File: config.mk
export PLATFORM = sky130hd
export DESIGN_NAME = tile_select_ctrl
export DESIGN_NICKNAME = d
export VERILOG_FILES = /design/src/rtl/tile_select_ctrl.sv
export SDC_FILE = /design/constraint.sdc
export NUM_CORES = 1
export LEC_CHECK = 0
export ABC_AREA = 1
export BUFFER_PORTS_ARGS = -buffer_cell sky130_fd_sc_hd__buf_2
export CAP_MARGIN = 20
export CORE_UTILIZATION = 50
export DETAILED_ROUTE_END_ITERATION = 6
export PLACE_DENSITY = 0.7
export SLEW_MARGIN = 20
export SYNTH_ARGS = -nofsm -noshare
export SYNTH_HDL_FRONTEND = slang
export SYNTH_SLANG_ARGS = --single-unit
File: constraint.sdc
create_clock -name clk -period 1.5 [get_ports clk]
set_input_delay 0 -clock clk [delete_from_list [all_inputs] [get_ports clk]]
set_output_delay 0 -clock clk [all_outputs]
set_load 0.03 [all_outputs]
File: src/rtl/tile_select_ctrl.sv
// Tile selection controller: accepts a requested tile index, swaps it in on
// a frame boundary and blinks the display blank for a few frames afterwards.
module tile_select_ctrl #(
    parameter int FLASH_FRAMES = 6,
    parameter int BLINK_FRAMES = 2,
    parameter int MAX_TILE     = 5
) (
    input  logic       clk,
    input  logic       rst_n,
    input  logic       vsync,
    input  logic [2:0] score_in,
    input  logic       score_valid,
    output logic       score_ready,
    output logic [2:0] tile_sel,
    output logic       blank,
    output logic       busy
);

    localparam int KW = $clog2(FLASH_FRAMES + 1);
    localparam logic [KW-1:0] FLASH_K = KW'(FLASH_FRAMES);
    localparam logic [KW-1:0] BLINK_K = KW'(BLINK_FRAMES);
    localparam logic [2:0]    MAX_T   = 3'(MAX_TILE);

    typedef enum logic [1:0] {
        S_SHOW,
        S_ARMED,
        S_FLASH
    } state_t;

    state_t        r_state;
    state_t        w_state_nxt;

    logic          r_vsync_d;
    logic          w_tick;

    logic          r_pend_v;
    logic [2:0]    r_pend_val;
    logic          w_xfer;
    logic          w_pend_clr;
    logic          w_pend_v_nxt;
    logic [2:0]    w_clamp;

    logic [KW-1:0] r_k;
    logic [KW-1:0] w_k_nxt;
    logic [KW-1:0] w_k_inc;
    logic          w_k_odd;

    logic [2:0]    r_tile;
    logic [2:0]    w_tile_nxt;
    logic          r_blank;
    logic          w_blank_nxt;
    logic          r_busy;
    logic          w_busy_nxt;

    // Frame tick is the falling edge of the active-low vsync.
    assign w_tick = r_vsync_d & ~vsync;

    // A request can only be taken while the single pending slot is empty.
    assign w_xfer  = score_valid & ~r_pend_v;
    assign w_clamp = (score_in > MAX_T) ? MAX_T : score_in;

    // Frame index of the tick being processed and its blink phase parity.
    assign w_k_inc = r_k + KW'(1);
    assign w_k_odd = ((w_k_inc / BLINK_K) & KW'(1)) != '0;

    assign score_ready = ~r_pend_v;
    assign tile_sel    = r_tile;
    assign blank       = r_blank;
    assign busy        = r_busy;

    // Remember the previous vsync level for edge detection.
    always_ff @(posedge clk) begin
        if (!rst_n) begin
            r_vsync_d <= 1'b1;
        end else begin
            r_vsync_d <= vsync;
        end
    end

    // Pending request slot: filled on a transfer, emptied when consumed.
    always_ff @(posedge clk) begin
        if (!rst_n) begin
            r_pend_v   <= 1'b0;
            r_pend_val <= 3'd0;
        end else begin
            r_pend_v <= w_pend_v_nxt;
            if (w_xfer) begin
                r_pend_val <= w_clamp;
            end
        end
    end

    // State, frame counter and registered display outputs.
    always_ff @(posedge clk) begin
        if (!rst_n) begin
            r_state <= S_SHOW;
            r_k     <= '0;
            r_tile  <= 3'd0;
            r_blank <= 1'b0;
            r_busy  <= 1'b0;
        end else begin
            r_state <= w_state_nxt;
            r_k     <= w_k_nxt;
            r_tile  <= w_tile_nxt;
            r_blank <= w_blank_nxt;
            r_busy  <= w_busy_nxt;
        end
    end

    // Next-state logic: display changes happen only on frame ticks.
    always_comb begin
        w_state_nxt = r_state;
        w_tile_nxt  = r_tile;
        w_blank_nxt = r_blank;
        w_k_nxt     = r_k;
        w_pend_clr  = 1'b0;
        unique case (r_state)
            S_SHOW: begin
                w_blank_nxt = 1'b0;
                if (r_pend_v) begin
                    if (r_pend_val == r_tile) begin
                        w_pend_clr = 1'b1;
                    end else begin
                        w_state_nxt = S_ARMED;
                    end
                end
            end
            S_ARMED: begin
                if (w_tick) begin
                    w_tile_nxt  = r_pend_val;
                    w_pend_clr  = 1'b1;
                    w_k_nxt     = '0;
                    w_blank_nxt = 1'b0;
                    w_state_nxt = S_FLASH;
                end
            end
            S_FLASH: begin
                if (w_tick) begin
                    if (w_k_inc >= FLASH_K) begin
                        w_k_nxt     = '0;
                        w_blank_nxt = 1'b0;
                        w_state_nxt = S_SHOW;
                    end else begin
                        w_k_nxt     = w_k_inc;
                        w_blank_nxt = w_k_odd;
                    end
                end
            end
            default: begin
                w_state_nxt = S_SHOW;
                w_k_nxt     = '0;
                w_blank_nxt = 1'b0;
            end
        endcase
        w_pend_v_nxt = w_xfer | (r_pend_v & ~w_pend_clr);
        w_busy_nxt   = (w_state_nxt != S_SHOW) | w_pend_v_nxt;
    end

endmodule

# == Word-level counts from Yosys, hierarchy flattened ==
# Cells that the tools add are included.
# word_totals
regBits,15
in_bits,7
output_inout_bits,6
word_cells,49
# op_classes
n_addsub,1
magnitude_cmp,2
eq_ne,5
muxes,19
bitwise,9
n_reduce_logical,5
# ops
op,n
$mux W3,4
$mux W2,5
$pmux W3 S3,1
$mux W1,6
$pmux W2 S3,1
$ne A2 B2 Y1 const B,2
$not A1 Y1,4
$pmux W1 S2,2
$reduce_and A2 Y1,2
$add A3 B1 Y3 const B,1
$and A1 B1 Y1,3
$eq A3 B3 Y1,1
$ge A3 B3 Y1 const B,1
$gt A3 B3 Y1 const B,1
$reduce_and A3 Y1,1
$eq A2 B1 Y1 const B,1
$eq A2 B2 Y1 const B,1
$logic_not A2 Y1,1
$or A1 B1 Y1,2
$reduce_bool A2 Y1,1

# == Logic depth before layout (Yosys ltp) ==
# Gate-level depths: netlist of the first run.
# logic_depth
word_depth,8
depth_mapped,9

# == Least setup slack after synthesis of the first run ==
# Ideal clock, no wire load.
# synth_path
path_type,reg2reg
from,register r_k[1]
to,"register r_busy, in the netlist busy"
setup_ns,0.117
arrival_time_ns,1.060
required_time_ns,1.383
slack_ns,0.323
stages_incl_launch_ff,9
path_buffers,0
cell_sequence,dfxtp_1 -> inv_1 -> ha_1 -> nand2_1 -> nand3_1 -> nand2_1 -> nand2_1 -> o21bai_1 -> nand2_1
# synth_between
elab_chain_len,7
# synth_rtl
item,line_no,rtl
"start, declared",43,logic [KW-1:0] r_k;
"start signal, assigned",103,r_k <= w_k_nxt;
$add A3 B1 Y3,63,assign w_k_inc = r_k + KW'(1);
$ge A3 B3 Y1,139,if (w_k_inc >= FLASH_K) begin
$mux W2,139,
$mux W2,138,if (w_tick) begin
$pmux W2 S3,117,unique case (r_state)
$reduce_bool A2 Y1,156,w_busy_nxt = (w_state_nxt != S_SHOW) | w_pend_v_nxt;
$or A1 B1 Y1,156,
"end signal, assigned",106,r_busy <= w_busy_nxt;
"end, declared",52,logic r_busy;
# No other way between the ends.
# A chain may end at the register's enable or synchronous reset.

# == Final worst setup path of the first run ==
# layout_path
from,register r_k[0]
to,"register r_busy, in the netlist busy"
# Same word-level chain as after synthesis.

==> impl_metrics.toml, run 1 <==
[grt]
globalRouteTotalUtil_pct = 20.4
gr-usage-met3_pct = 6.67
grt_pass1_wl_um = 2060
grt_max_degree = 10
top_usage_layer = "met1"
grt_use_met1_pct = 29.7
grt_pass1_vias = 483
grt.overflow.total = 0
met2_usage_pct = 23.4
antenna_found_initial = 0

[detailed_routing]
vias = 661
drtIter0Drc = 12
wire_per_inst_um = 9.53
drc = 0
routed_wl_um = 1320
postRouteAntennaNets = 0
viasPerCell = 4.76
firstDrtPassIters = 4

[clock_network]
cts.sinks = 15
clockBufferDepth = 2
cts_resized = 0
clkLatencyLatePin_ns = 0.28
tritoncts.num_buffers = 3
clk_pin_slew_worst_paths_ns = 0.09
root_buffer = "clkbuf_4"
post_cts_buffers = 0
cts_htree_levels = 1
cts_tree = "yes"

[pwr]
power.leakage_uw = 0.000448
switching_power_uw = 255
total_power_uw = 849
combPwrFrac_pct = 20.2
netSwitchingFraction_pct = 30.1
power_frac_seq_pct = 52.7
p_int_uw = 594
ir_worst_vdd_mv = 0.794
power_frac_clock_pct = 27.2
pwr_density_cell_nw_per_um2 = 986

[sta]
finalSetupViolCount = 0
fin_setup_tns_ns = 0
hold_viol = 0
maxSlewViolCount = 0
rsz0062_at_grt = "false"
relSlewSlack_pct = 82.2
skew_ns = 0.00126
setup_slack_ns = 0.237
max_freq_mhz = 792
fin_crit_sh_pct = 84.2
tightest_slew_ns = 0.265
period_minus_slack_ns = 1.26

[critical_path]
end_kind = "flop"
cp_num_buf_inv = 1
path_cells = "ha_1, inv_1, nand2_1, nand2_1, nand3_1, nand2_1, nand2_1, o21bai_1, nand2_1"
cp_common_cell = "nand2_1"
critPathLaunchType = "flop"
crit_fanout = 4
critPathSlowestCell = "dfxtp_1"
slowest_delay_ns = 0.35
required_ns = 1.68
cp_data_arrival_time_ns = 1.45
worst-setup-path-type = "flop to flop"
path_delay_family = "simple AND/OR/NAND/NOR gates"

[layout]
layout_common_cells = "nand2_1, inv_1, dfxtp_1, buf_2, a21oi_1"
register_area_sq_um = 300
mostFrequentLayoutCell = "nand2_1"
antennaDiodeCount = 0
multiInputGateArea_sq_um = 347
layout-drive-gt1-share_pct = 17.7
syn2layout_area_growth_pct = 18.6
nets = 134
filler_cell_count = 132

[floorplan]
ios = 13
initial_core_util_pct = 55.1
die_x_um = 40.1
coreArea_sq_um = 1320
rows = 13
die_y_um = 40.1
fp.dieArea_sq_um = 1610

[synthesis]
syn_inst = 105
ys_seq_elements = 15
synth_area_sq_um = 726
synth_nets = 114
yosysUniqueCellTypes = 20
yosysSeqAreaShare_pct = 41.4
yosys_warnings = 0
syn_area_per_cell_sq_um = 6.91

[place]
io_buffers = 12
pre_cts_slack_ns = 0.236
gp_congestion = 0.777
dp.final_hpwl_um = 979

[outcome]
status = "completed"

[job]
maxCapViolCount = 0

[worst_hold_path]
hold_path.class = "input port to flop"
[layer usage]
| metal | vias to the layer above | share of wire, % |
|---|---|---|
| met3 | 4 | 3.9 |
| met4 | 0 | 2.9 |
| met5 | - | 0 |
| li1 | 364 | - |
| met1 | 281 | 55 |
| met2 | 12 | 38 |
[kinds of logic (layout without fill, tap and decap cells)]
logic type	Yosys count	in the layout	share of synthesized area [%]
AOI/OAI and AO/OA	19	19	13.8
xor gates and xnor gates	1	1	1.21
adders and majority gates	2	2	3.45
buffers and inverters	21	40	10.9
DFF	15	15	41.4
muxes	1	1	1.38
and+or+nand+nor	46	46	27.9
[Yosys cell counts (all sizes together)]
| cell | n | area share, % |
|---|---|---|
| nand2 | 30 | 16 |
| inv | 21 | 11 |
| dfxtp | 15 | 41 |
| a21oi | 10 | 6.9 |
| nor2 | 9 | 6.0 |
| o21ai | 7 | 4.8 |
| nand3 | 5 | 4.1 |
| ha | 2 | 3.4 |
| a211oi | 1 | 1.0 |
| mux2i | 1 | 1.4 |
| nand4 | 1 | 0.86 |
| nor3 | 1 | 0.69 |
| o21bai | 1 | 1.0 |
| xnor2 | 1 | 1.2 |
[path summary, 6_finish.rpt]
path | startpoint | endpoint | slack (ns) | cells after the start
worst max-delay path | r_k[0] | busy | 0.24 | 9
worst min-delay path | score_in[0] | r_pend_val[0] | 0.008 | 3
worst max register to register | r_k[0] | busy | 0.24 | 9
worst min register to register | r_k[1] | r_k[1] | 0.48 | 2
[power groups by stage]
stage | Clock, uW | Combinational, uW | Sequential, uW
after floorplan | 0 | 111 | 467
after global placement | 0 | 164 | 455
after detailed placement | 0 | 165 | 456
after CTS | 237 | 172 | 447
after global routing | 257 | 199 | 451
final | 231 | 171 | 447
[state kept, by name, summed over array words and instances, names as in the netlist]
name	cells
r_vsync_d	1
r_k	3
r_state	2
tile_sel	3
busy	1
r_pend_val	3
r_pend_v	1
blank	1
[worst min-delay path, stage by stage]
cell and delay (ns):
buf_2 0.07, o21ai_0 0.07, a21oi_1 0.11
[stage by stage]
stage               hold slack [ns]  util (%)  instance area (sq um)  cells
floorplan                    0.0687         -                    726    105
global placement              0.184      61.1                    805    132
detailed placement            0.197      61.1                    805    132
CTS                         0.00739      65.3                    861    139
global route                 0.0435      65.3                    861    139
finish                      0.00793      65.3                    861    139
[cell type report]
| type | count | area share (%) |
|---|---|---|
| sequential | 15 | 34.9 |
| multi-input combinational | 69 | 40.3 |
| inverter | 21 | 9.16 |
| clock buffer | 4 | 3.05 |
| timing repair buffer | 15 | 10.5 |
| tap | 15 | 2.18 |
[what timing repair did]
item / 4_1_cts / 5_1_grt
hold buffers: 3 / 0
hold endpoints to repair: 2 / 0
setup endpoints to repair: 0 / 0
Note: power is estimated with default switching activity, not from simulation.
==> run 2, diff against run 1 <==
--- a/config.mk
+++ b/config.mk
@@ -5,12 +5,12 @@
 export SDC_FILE = /design/constraint.sdc
 export NUM_CORES = 1
 export LEC_CHECK = 0
-export ABC_AREA = 1
+export ABC_AREA = 0
 export BUFFER_PORTS_ARGS = -buffer_cell sky130_fd_sc_hd__buf_2
 export CAP_MARGIN = 20
-export CORE_UTILIZATION = 50
+export CORE_UTILIZATION = 47
 export DETAILED_ROUTE_END_ITERATION = 6
-export PLACE_DENSITY = 0.7
+export PLACE_DENSITY = 0.69
 export SLEW_MARGIN = 20
 export SYNTH_ARGS = -nofsm -noshare
 export SYNTH_HDL_FRONTEND = slang
==> constraint.sdc (replaced) <==
create_clock -name clk -period 1.1 [get_ports clk]
set_input_delay 0 -clock clk [delete_from_list [all_inputs] [get_ports clk]]
set_output_delay 0 -clock clk [all_outputs]
set_load 0.03 [all_outputs]
==> run 2 against run 1 <==
The run now ends with setup timing left; clock skew is 0.015 ns higher; setup slack worse by 0.64 ns; total power is 37% higher; flip-flop and latch count did not move.
==> impl_metrics.toml, run 2 <==
[floorplan]
die_y_um = 41.0
coreArea_sq_um = 1370
rows = 13
initial_core_util_pct = 52.4
die_x_um = 41.0
ios = 13
fp.dieArea_sq_um = 1680

[sta]
rsz0062_at_grt = "true"
fin_crit_sh_pct = 137
tightest_slew_ns = 0.270
hold_viol = 0
setup_slack_ns = -0.407
holdWs_ns = 0.0201
maxSlewViolCount = 0
finalSetupViolCount = 11
period_minus_slack_ns = 1.51
max_freq_mhz = 663
relSlewSlack_pct = 81.8
skew_ns = 0.0161

[layout]
layout_common_cells = "buf_4, buf_2, nand2_1, dfxtp_1"
nets = 126
layout-drive-gt1-share_pct = 58.6
postLayoutCellArea_sq_um = 1180
register_area_sq_um = 315
syn2layout_area_growth_pct = 64.7
filler_cell_count = 84
multiInputGateArea_sq_um = 533
mostFrequentLayoutCell = "buf_4"
antennaDiodeCount = 0

[detailed_routing]
drc = 0
vias = 762
firstDrtPassIters = 4
postRouteAntennaNets = 0
routed_wl_um = 2070
viasPerCell = 5.82
drtIter0Drc = 14
wire_per_inst_um = 15.8

[grt]
globalRouteTotalUtil_pct = 25.8
grt_pass1_wl_um = 2730
antenna_found_initial = 0
grt_pass1_vias = 668
grt_max_degree = 13
grt.overflow.total = 0

[clock_network]
tritoncts.num_buffers = 3
clk_pin_slew_worst_paths_ns = 0.11
cts_htree_levels = 1
cts.sinks = 15
clkLatencyLatePin_ns = 0.30
cts_tree = "yes"
root_buffer = "clkbuf_4"
clockBufferDepth = 2

[synthesis]
yosys_warnings = 0
ys_seq_elements = 15
syn_area_per_cell_sq_um = 9.18
yosysUniqueCellTypes = 33
yosysSeqAreaShare_pct = 42.0
synth_top_cell_area_share_pct = 42.0
yosysTopAreaCell = "dfxtp_1"
synthTopCellsByArea = "dfxtp_1, nand2_1, a21boi_0"
synthArstFlopShare_pct = 0
synth_common_cells = "dfxtp_1, nand2_1, a21boi_0, a21oi_1, nand3_1"
synth_ff_type = "dfxtp_1"
synth_most_common_cell = "dfxtp_1"
synth_edf_count = 0
synth_nets = 87
syn_inst = 78
synth_area_sq_um = 716

[critical_path]
critPathSlowestCell = "dfxtp_4"
cp_num_buf_inv = 1
slowest_delay_ns = 0.40
worst-setup-path-type = "flop to flop"
required_ns = 1.28
path_delay_family = "flip-flops"
critPathLaunchType = "flop"
end_kind = "flop"
crit_fanout = 3
cp_data_arrival_time_ns = 1.69
path_cells = "inv_4, ha_4, or3b_4, a21oi_2, o211ai_1, o41ai_1"

[place]
io_buffers = 12
gp_congestion = 0.742
dp.final_hpwl_um = 1080
place_area_sq_um = 917

[outcome]
violations = "setup timing"
status = "finished with violations"

[worst_hold_path]
hold_path.class = "input port to flop"

[pwr]
ir_worst_vdd_mv = 1.14
power.leakage_uw = 0.000486
pwr_density_cell_nw_per_um2 = 987

[job]
maxCapViolCount = 0
[run 2: area by class of cell]
class                   instances  share of cell area (%)
multi-input cells              58                    45.2
flip-flops and latches         15                    26.8
repair buffers                 36                    22.9
clock buffers                   3                    1.91
well taps                      15                    1.59
inverters                       3                    1.17
clock inverters                 1                   0.425
[run 2: logic make-up (layout without fill, tap and decap cells)]
group,after synthesis,in the layout,synth area share [%]
compound gates,21,21,20.6
xor+xnor,5,5,6.12
fa+ha+maj,2,2,3.50
buf+inv,5,43,2.62
flops,15,15,42.0
mux,1,1,1.40
simple gates,29,29,23.8
[run 2: layer usage]
| layer | part of all wire (%) | vias up | track usage [%] |
|---|---|---|---|
| li1 | - | 355 | - |
| met2 | 52 | 39 | 46.9 |
| met4 | 4.8 | 0 | 15.0 |
| met1 | 38 | 353 | 26.2 |
| met5 | 0 | - | 0 |
| met3 | 5.1 | 15 | 6.52 |
[run 2: stage by stage]
step	setup TNS [ns]	util (%)	setup WS [ns]	total power, uW	cells
after floorplan	-1.30	-	-0.293	696	78
after global routing	-2.83	86.3	-0.457	1210	131
after global placement	-1.94	67.1	-0.394	769	119
after CTS	-1.79	77.5	-0.380	1110	128
after detailed placement	-2.05	67.1	-0.370	770	119
final	-2.09	86.3	-0.407	1160	131
[run 2: worst paths after layout]
check / from / cells past startpoint / endpoint / slack (ns)
setup / recovery: r_k[1] / 6 / r_k[2] / -0.41
hold reg to reg: blank / 2 / blank / 0.48
hold / removal: score_in[1] / 3 / r_pend_val[1] / 0.02
setup reg to reg: r_k[1] / 6 / r_k[2] / -0.41
[run 2: power by group]
group	switching, uW	leakage, uW	internal (uW)
clock network	203	0.0000177	135
logic	120	0.000342	123
registers	19.0	0.000126	564
[run 2: timing repair]
item | CTS | global route
pin swaps | 5 | 12
setup buffers | 2 | 3
gates resized for setup | 15 | 24
setup endpoints to repair | 7 | 12
hold endpoints to repair | 3 | 0
hold buffers | 3 | 0
[run 2: worst register-to-register path, cell delays in order, from the launching register on]
cell and delay [ns]:
dfxtp_4 0.40, inv_4 0.04, ha_4 0.28, or3b_4 0.38
a21oi_2 0.12, o211ai_1 0.11, o41ai_1 0.07
